## src/rtl/ext_mod.sv

```systemverilog
// ext_mod: small external register file used as a leaf target.
// 2**aw words of dw bits. Writes happen on a single-cycle strobe, and reads are
// registered with one cycle of latency. A read that hits the word being written
// returns the old contents. Asynchronous reset loads word i with RST_BASE+i.
module ext_mod #(
   parameter int unsigned aw       = 2,
   parameter int unsigned dw       = 8,
   parameter logic [63:0] RST_BASE = 64'h00
) (
   input  logic          clk,
   input  logic          rst,
   input  logic [aw-1:0] addr,
   input  logic [dw-1:0] din,
   output logic [dw-1:0] dout,
   input  logic          we
);

   localparam int unsigned DEPTH = 1 << aw;

   logic [dw-1:0] mem_q [DEPTH];
   logic [dw-1:0] dout_q;
   logic [dw-1:0] dout_d;

   // Reset value of word idx: the sum is truncated to dw bits, so it wraps modulo 2**dw.
   function automatic logic [dw-1:0] rst_word(input int unsigned idx);
      logic [63:0] sum;
      sum = RST_BASE + 64'(idx);
      return sum[dw-1:0];
   endfunction

   // Read mux from current storage; sampling it at the edge gives read-before-write.
   always_comb begin
      dout_d = mem_q[addr];
   end

   // Storage and registered read port. The reset values win over a write in the same cycle.
   always_ff @(posedge clk or posedge rst) begin
      if (rst) begin
         for (int unsigned i = 0; i < DEPTH; i++) begin
            mem_q[i[aw-1:0]] <= rst_word(i);
         end
         dout_q <= '0;
      end else begin
         if (we) begin
            mem_q[addr] <= din;
         end
         dout_q <= dout_d;
      end
   end

   assign dout = dout_q;

endmodule

```

## config.mk

```make
export PLATFORM = sky130hd
export DESIGN_NAME = ext_mod
export DESIGN_NICKNAME = d
export VERILOG_FILES = /design/src/rtl/ext_mod.sv
export SDC_FILE = /design/constraint.sdc
export NUM_CORES = 1
export LEC_CHECK = 0
export CAP_MARGIN = 40
export CORE_MARGIN = 2
export CORE_UTILIZATION = 57
export CTS_CLUSTER_SIZE = 14
export DETAILED_ROUTE_END_ITERATION = 8
export PLACE_DENSITY = 0.86
export SYNTH_ARGS = -nofsm -noshare
export SYNTH_HDL_FRONTEND = slang
export SYNTH_SLANG_ARGS = --single-unit
```

## constraint.sdc

```tcl
create_clock -name clk -period 3.2 [get_ports clk]
set_input_delay 0.48 -clock clk [delete_from_list [all_inputs] [get_ports clk]]
set_output_delay 0.48 -clock clk [all_outputs]
set_load 0.02 [all_outputs]
```

==> results of run 1 <==
-- power groups by stage --
stage	combinational, W	sequential [W]	clock [W]
floorplan	0.000131	0.000683	0
global route	0.000266	0.000666	0.000283
CTS	0.000252	0.000654	0.000266
detailed placement	0.000251	0.000664	0
global placement	0.000242	0.000661	0
finish	0.000248	0.000654	0.000258
-- layout make-up --
type                    instances  share of cell area
clock buffers                   8             0.03072
inverters                       1            0.001961
multi-input cells              44              0.3091
flip-flops and latches         40              0.5255
well taps                      31             0.02026
repair buffers                 22              0.1124
-- routing by layer --
layer,vias to the layer above,wire (µm),global-route usage
met1,450,1194,0.2492
met5,-,0,0
met2,19,1222,0.2808
met3,6,129,0.07483
met4,0,46,0.06977
li1,379,-,-
-- critical path: cells and delay by family --
family / cells / cell delay (ps)
buffers and inverters: 1 / 940
muxes: 1 / 380
and+or+nand+nor: 1 / 410
-- metrics by stage --
| step | total power, W | hold slack [ps] | area (µm²) | setup slack [ps] |
|---|---|---|---|---|
| CTS | 0.001172 | 510.8 | 1914 | 1181 |
| floorplan | 0.0008143 | 473.9 | 1624 | 1809 |
| global route | 0.001215 | 536.0 | 1914 | 1129 |
| global placement | 0.0009027 | 482.1 | 1856 | 864.9 |
| detailed placement | 0.0009156 | 487.3 | 1856 | 801.7 |
| finish | 0.001161 | 511.2 | 1914 | 1227 |
-- cells by family (layout without fill, tap and decap cells) --
group,after synthesis,after routing,share of synthesized area
buffers and inverters,3,31,0.01618
flip-flops,40,40,0.6194
multiplexers,40,40,0.3328
AND/OR/NAND/NOR,4,4,0.03159
-- sequential cells by signal, summed over array words and instances, names as in the netlist --
| register | count |
|---|---|
| mem_q | 32 |
| dout | 8 |
-- cell usage in the layout (no fill, tap or decap) --
| master | Yosys | final |
|---|---|---|
| clkbuf_8 | 0 | 1 |
| nand3b_2 | 2 | 2 |
| nand3_2 | 1 | 1 |
| mux4_2 | 8 | 8 |
| nor3b_4 | 1 | 1 |
| dfstp_2 | 4 | 4 |
| dfrtp_1 | 36 | 36 |
| inv_1 | 1 | 1 |
| buf_4 | 0 | 2 |
| clkdlybuf4s50_1 | 0 | 20 |
| mux2_2 | 32 | 32 |
| clkbuf_4 | 0 | 5 |
| clkbuf_1 | 0 | 2 |
-- how the worst max path moves through the flow --
stage             from         to  slack [ps]  depth (start not counted)
6_report       addr[1]  mem_q[13]        1230                          3
5_1_grt        addr[1]  mem_q[14]        1130                          3
4_1_cts        addr[1]  mem_q[13]        1180                          3
3_5_place_dp   addr[1]  mem_q[13]         800                          3
3_3_place_gp   addr[1]  mem_q[18]         860                          3
2_1_floorplan      rst    dout[0]        1810                          1
==> reports/metrics.yaml, run 1 <==
status:
  status: "complete, no violations"
global_routing:
  grt_max_degree: 24
  grt_pass1_wl_um: 4505
  grt_antenna_before_repair: 0
  globalRouteOverflowTotal: 0
  track_usage: 0.1873
  grt_pass1_vias: 923
yosys:
  syn_area_um2: 1624
  async_reset_ff_frac: 1.000
  post-synth-top-count-cell: "dfrtp_1"
  synthCells: 87
  synth_area_leaders: "dfrtp_1 (55%), mux2_2 (22%), mux4_2 (11%)"
  synth_ff_type: "dfrtp_1"
  ys_top_cells_by_count: "dfrtp_1 (36), mux2_2 (32), mux4_2 (8), dfstp_2 (4)"
  yosysUniqueCellTypes: 9
  synth_seq_cells: 40
  syn_nets: 100
  ys_seq_area_frac: 0.6194
  yosys.area.top_type: "dfrtp_1"
  syn_avg_cell_area_um2: 18.67
  synth_top_area_share: 0.5547
  yosysWarnings: 0
  synth_edf_count: 0
min_path:
  min_to: "mem_q[5]"
  hold_path.startpoint: "mem_q[5]"
  min_path_type: "flop to flop"
  holdPathStages: 1
pwr:
  leakagePower_nw: 0.7988
  p_per_area_nw_per_um2: 606.3
  max-vdd-ir-drop_mv: 0.4456
  combPwrFrac: 0.214
  p_clk_frac: 0.223
  switching_power_w: 0.0002883
  seq_power_share: 0.564
  internal_power_w: 0.0008724
  switching_share: 0.2484
cts:
  cts_hold_buf: 0
  postCtsSetupRepairBufs: 0
  cts.htree.levels: 2
  path_clk_slew_ps: 100
  cts_root_buffer: "clkbuf_4"
  cts_resized: 0
  cts_buffer_depth: 2
  numCtsBuffers: 5
  cts_sinks: 40
  cts_tree: "yes"
  insertion_delay_ps: 340
worst_setup_path:
  critical-path-max-stage-delay_ps: 940
  cp_max_fo: 12
  crit_required_ps: 3440
  reg2reg_slack_ps: 2210
  crit_slowest_cell: "clkdlybuf4s50_1"
  end_kind: "flop"
  rr_startpoint: "mem_q[3]"
  r2r_end: "dout[3]"
  rr_worst_depth: 1
  crit_type: "input port to flop"
  cp.arrival_ps: 2210
  cp-start-kind: "input port"
  path_cells: "clkdlybuf4s50_1, nand3b_2, mux2_2"
placement:
  gp_congestion: 0.6647
  place_inst: 138
  portBuffers: 20
  dp_hpwl_um: 1794
drt:
  drt_iter0_drc: 8
  drt_pre_antenna_iters: 4
  drc_errors: 0
  wl_per_cell_um: 17.76
  ant_nets: 0
  vias: 854
  vias_per_cell: 5.849
  wl_um: 2593
layout:
  n_antenna_cell: 0
  fin_nets: 127
  drive_gt1_frac: 0.4870
  final_core_util: 0.7002
  fillCellCount: 195
  final_cells: 146
  multi_input_area_um2: 591.8
  register_area_um2: 1006
  syn_to_final_growth_pct: 17.87
sta:
  finalCritPeriodShare: 0.6165
  setup_violations: 0
  fmax_ghz: 0.5069
  hold_viol_final: 0
  slew_headroom: 0.4529
  rsz0062_at_grt: "no"
  tightest_slew_ps: 819.8
  tns_ps: 0
  maxSlewViolCount: 0
  clock_skew_ps: 3.601
  period_needed_ps: 1973
floorplanning:
  initial_core_util: 0.5941
  fp.coreArea_um2: 2734
  die_x_um: 57.38
  row_count: 19
  dieArea_um2: 3292
  die_y_um: 57.38
  num_io_pins: 21
job:
  maxCapViolations: 0
(Power assumes the default switching activity.)
==> run 2, diff against run 1 <==
CORE_UTILIZATION = 48   (was 57)
PLACE_DENSITY = 0.78   (was 0.86)
clock period = 1.7 ns   (was 3.2 ns; I/O delays follow)
==> run 2 against run 1 <==
Sequential share of layout area fell by 3.2 points. Combinational power is 94% higher. Worst setup slack lost 1100 ps. Flip-flop and latch count unchanged. Via count is 2.7% higher. Critical endpoint is now dout[6]. Largest power group unchanged.
==> reports/metrics.yaml, run 2 (same netlist as run 1, synthesis figures left out) <==
layout:
  fin_nets: 135  # was 127
  regMostFlops: "mem_q"  # unchanged
  largest_register_ffs: 32  # unchanged
  final_common_cell: "dfrtp_1"  # unchanged
  final_cells: 169  # was 146
  n_antenna_cell: 0  # unchanged
  final_area_um2: 2037  # was 1914 µm²
  drive_gt1_frac: 0.5366  # was 0.4870
  syn_to_final_growth_pct: 25.42  # was 17.87%
  final_cell_mix: "dfrtp_1 (36), mux2_2 (32), clkdlybuf4s50_1 (20), buf_4 (9), mux4_2 (8)"  # was dfrtp_1 (36), mux2_2 (32), clkdlybuf4s50_1 (20), mux4_2 (8), clkbuf_4 (5)
sta:
  finalCritPeriodShare: 0.9171
  tightest_slew_ps: 294.6  # was 819.8 ps
  clock_skew_ps: 10.64  # was 3.601 ps
  slew_headroom: 0.8025  # was 0.4529
  setup_violations: 0  # unchanged
  rsz0062_at_grt: "no"  # unchanged
  tns_ps: 0  # unchanged
  hold_viol_final: 0  # unchanged
  fmax_ghz: 0.6414
  maxSlewViolCount: 0  # unchanged
  period_needed_ps: 1559
worst_setup_path:
  cp.arrival_ps: 1300  # was 2210 ps
  cp-start-kind: "flop"  # was input port
  critical-path-max-stage-delay_ps: 600  # was 940 ps
  crit_family: "buffers and inverters"  # unchanged
  end_kind: "output port"  # was flop
  crit_required_ps: 1440  # was 3440 ps
  crit_type: "flop to output port"  # was input port to flop
  cp_max_fo: 1  # was 12
  path_buf_inv: 1  # unchanged
  path_cells: "clkdlybuf4s50_1"  # was clkdlybuf4s50_1, nand3b_2, mux2_2
  crit_slowest_cell: "clkdlybuf4s50_1"  # unchanged
cts:
  numCtsBuffers: 5  # unchanged
  cts_resized: 0  # unchanged
  path_clk_slew_ps: 120  # was 100 ps
  postCtsSetupRepairBufs: 0  # unchanged
  cts_root_buffer: "clkbuf_4"  # unchanged
  insertion_delay_ps: 350  # was 340 ps
  cts_tree: "yes"  # unchanged
  cts_hold_buf: 0  # unchanged
  cts_buffer_depth: 2  # unchanged
  cts.htree.levels: 2  # unchanged
  cts_sinks: 40  # unchanged
global_routing:
  grt_pass1_vias: 969  # was 923
  grt_antenna_before_repair: 0  # unchanged
  grt_max_degree: 41  # was 24
  grt_pass1_wl_um: 4774  # was 4505 µm
  globalRouteOverflowTotal: 0  # unchanged
  track_usage: 0.1663  # was 0.1873
drt:
  drc_errors: 0  # unchanged
  wl_per_cell_um: 16.40  # was 17.76 µm
  ant_nets: 0  # unchanged
  drt_iter0_drc: 24  # was 8
  wl_um: 2771  # was 2593 µm
  drt_pre_antenna_iters: 4  # unchanged
  vias_per_cell: 5.189  # was 5.849
  vias: 877  # was 854
pwr:
  leakagePower_nw: 0.8587  # was 0.7988 nW
  p_clk_frac: 0.278  # was 0.223
  switching_share: 0.2414  # was 0.2484
  switching_power_w: 0.0005741  # was 0.0002883 W
  seq_power_share: 0.519  # was 0.564
  p_total_w: 0.002378  # was 0.001161 W
  internal_power_w: 0.001804  # was 0.0008724 W
  max-vdd-ir-drop_mv: 0.6905  # was 0.4456 mV
  p_per_area_nw_per_um2: 1168  # was 606.3 nW/µm²
  combPwrFrac: 0.203  # was 0.214
floorplanning:
  num_io_pins: 21  # unchanged
  initial_core_util: 0.4945  # was 0.5941
  die_x_um: 62.17  # was 57.38 µm
  die_y_um: 62.17  # was 57.38 µm
  row_count: 21  # was 19
  fp.coreArea_um2: 3284  # was 2734 µm²
  dieArea_um2: 3864  # was 3292 µm²
placement:
  place_inst: 161  # was 138
  placed_area_um2: 1947  # was 1856 µm²
  gp_congestion: 0.7458  # was 0.6647
  portBuffers: 20  # unchanged
  dp_hpwl_um: 1993  # was 1794 µm
min_path:
  min_path_type: "input port to async pin"  # was flop to flop
job:
  maxCapViolations: 0  # unchanged
status:
  status: "complete, no violations"  # unchanged
==> run 2: changes by cell type in the layout (fill, tap and decap cells not counted), sizes merged <==
cell / before / now
buf: 2 / 10
clkbuf: 8 / 6
clkinv: 0 / 1
bufinv: 0 / 1
==> run 2: worst paths after layout <==
kind	start	cells past startpoint	slack, ps	endpoint
max	dout[6]	1	140	dout[6]
min	rst	3	260	dout[5]
max reg2reg	mem_q[3]	1	710	dout[3]
min reg2reg	mem_q[7]	1	510	mem_q[7]
max in group asynchronous	rst	3	1190	mem_q[9]
min in group clk	mem_q[7]	1	510	mem_q[7]
==> run 2: power by group through the flow <==
stage | sequential (W) | combinational, W | clock, W
detailed placement | 0.00126 | 0.000490 | 0
finish | 0.00123 | 0.000482 | 0.000662
CTS | 0.00124 | 0.000490 | 0.000680
global route | 0.00126 | 0.000516 | 0.000725
global placement | 0.00124 | 0.000473 | 0
floorplan | 0.00129 | 0.000247 | 0
==> run 2: area by class of cell <==
type,count,area [µm²]
inverters,1,3.754
clock inverters,2,38.79
flip-flops and latches,40,1006
repair buffers,30,287.8
fillers,246,1247
well taps,46,57.56
multi-input cells,44,591.8
clock buffers,6,51.30
==> run 2: metal layers <==
metal,track usage,routed length [µm]
met2,0.2867,1488
met4,0.06667,38
met3,0.05797,118
met5,0,0
met1,0.1900,1125
==> run 2: metrics by stage <==
| step | hold slack [ps] | worst slack, ps | util |
|---|---|---|---|
| 5_1_grt | 267.6 | 80.61 | 0.6202 |
| 3_3_place_gp | 481.8 | -63.22 | 0.5928 |
| 3_5_place_dp | 489.3 | -66.18 | 0.5928 |
| 4_1_cts | 260.0 | 113.3 | 0.6202 |
| 6_report | 262.2 | 140.9 | 0.6202 |
| 2_1_floorplan | 405.5 | 534.0 | - |
==> run 2: tightest hold or removal path, cell delays in order <==
cell	delay [ps]
clkdlybuf4s50_1	410
inv_1	100
buf_12	230
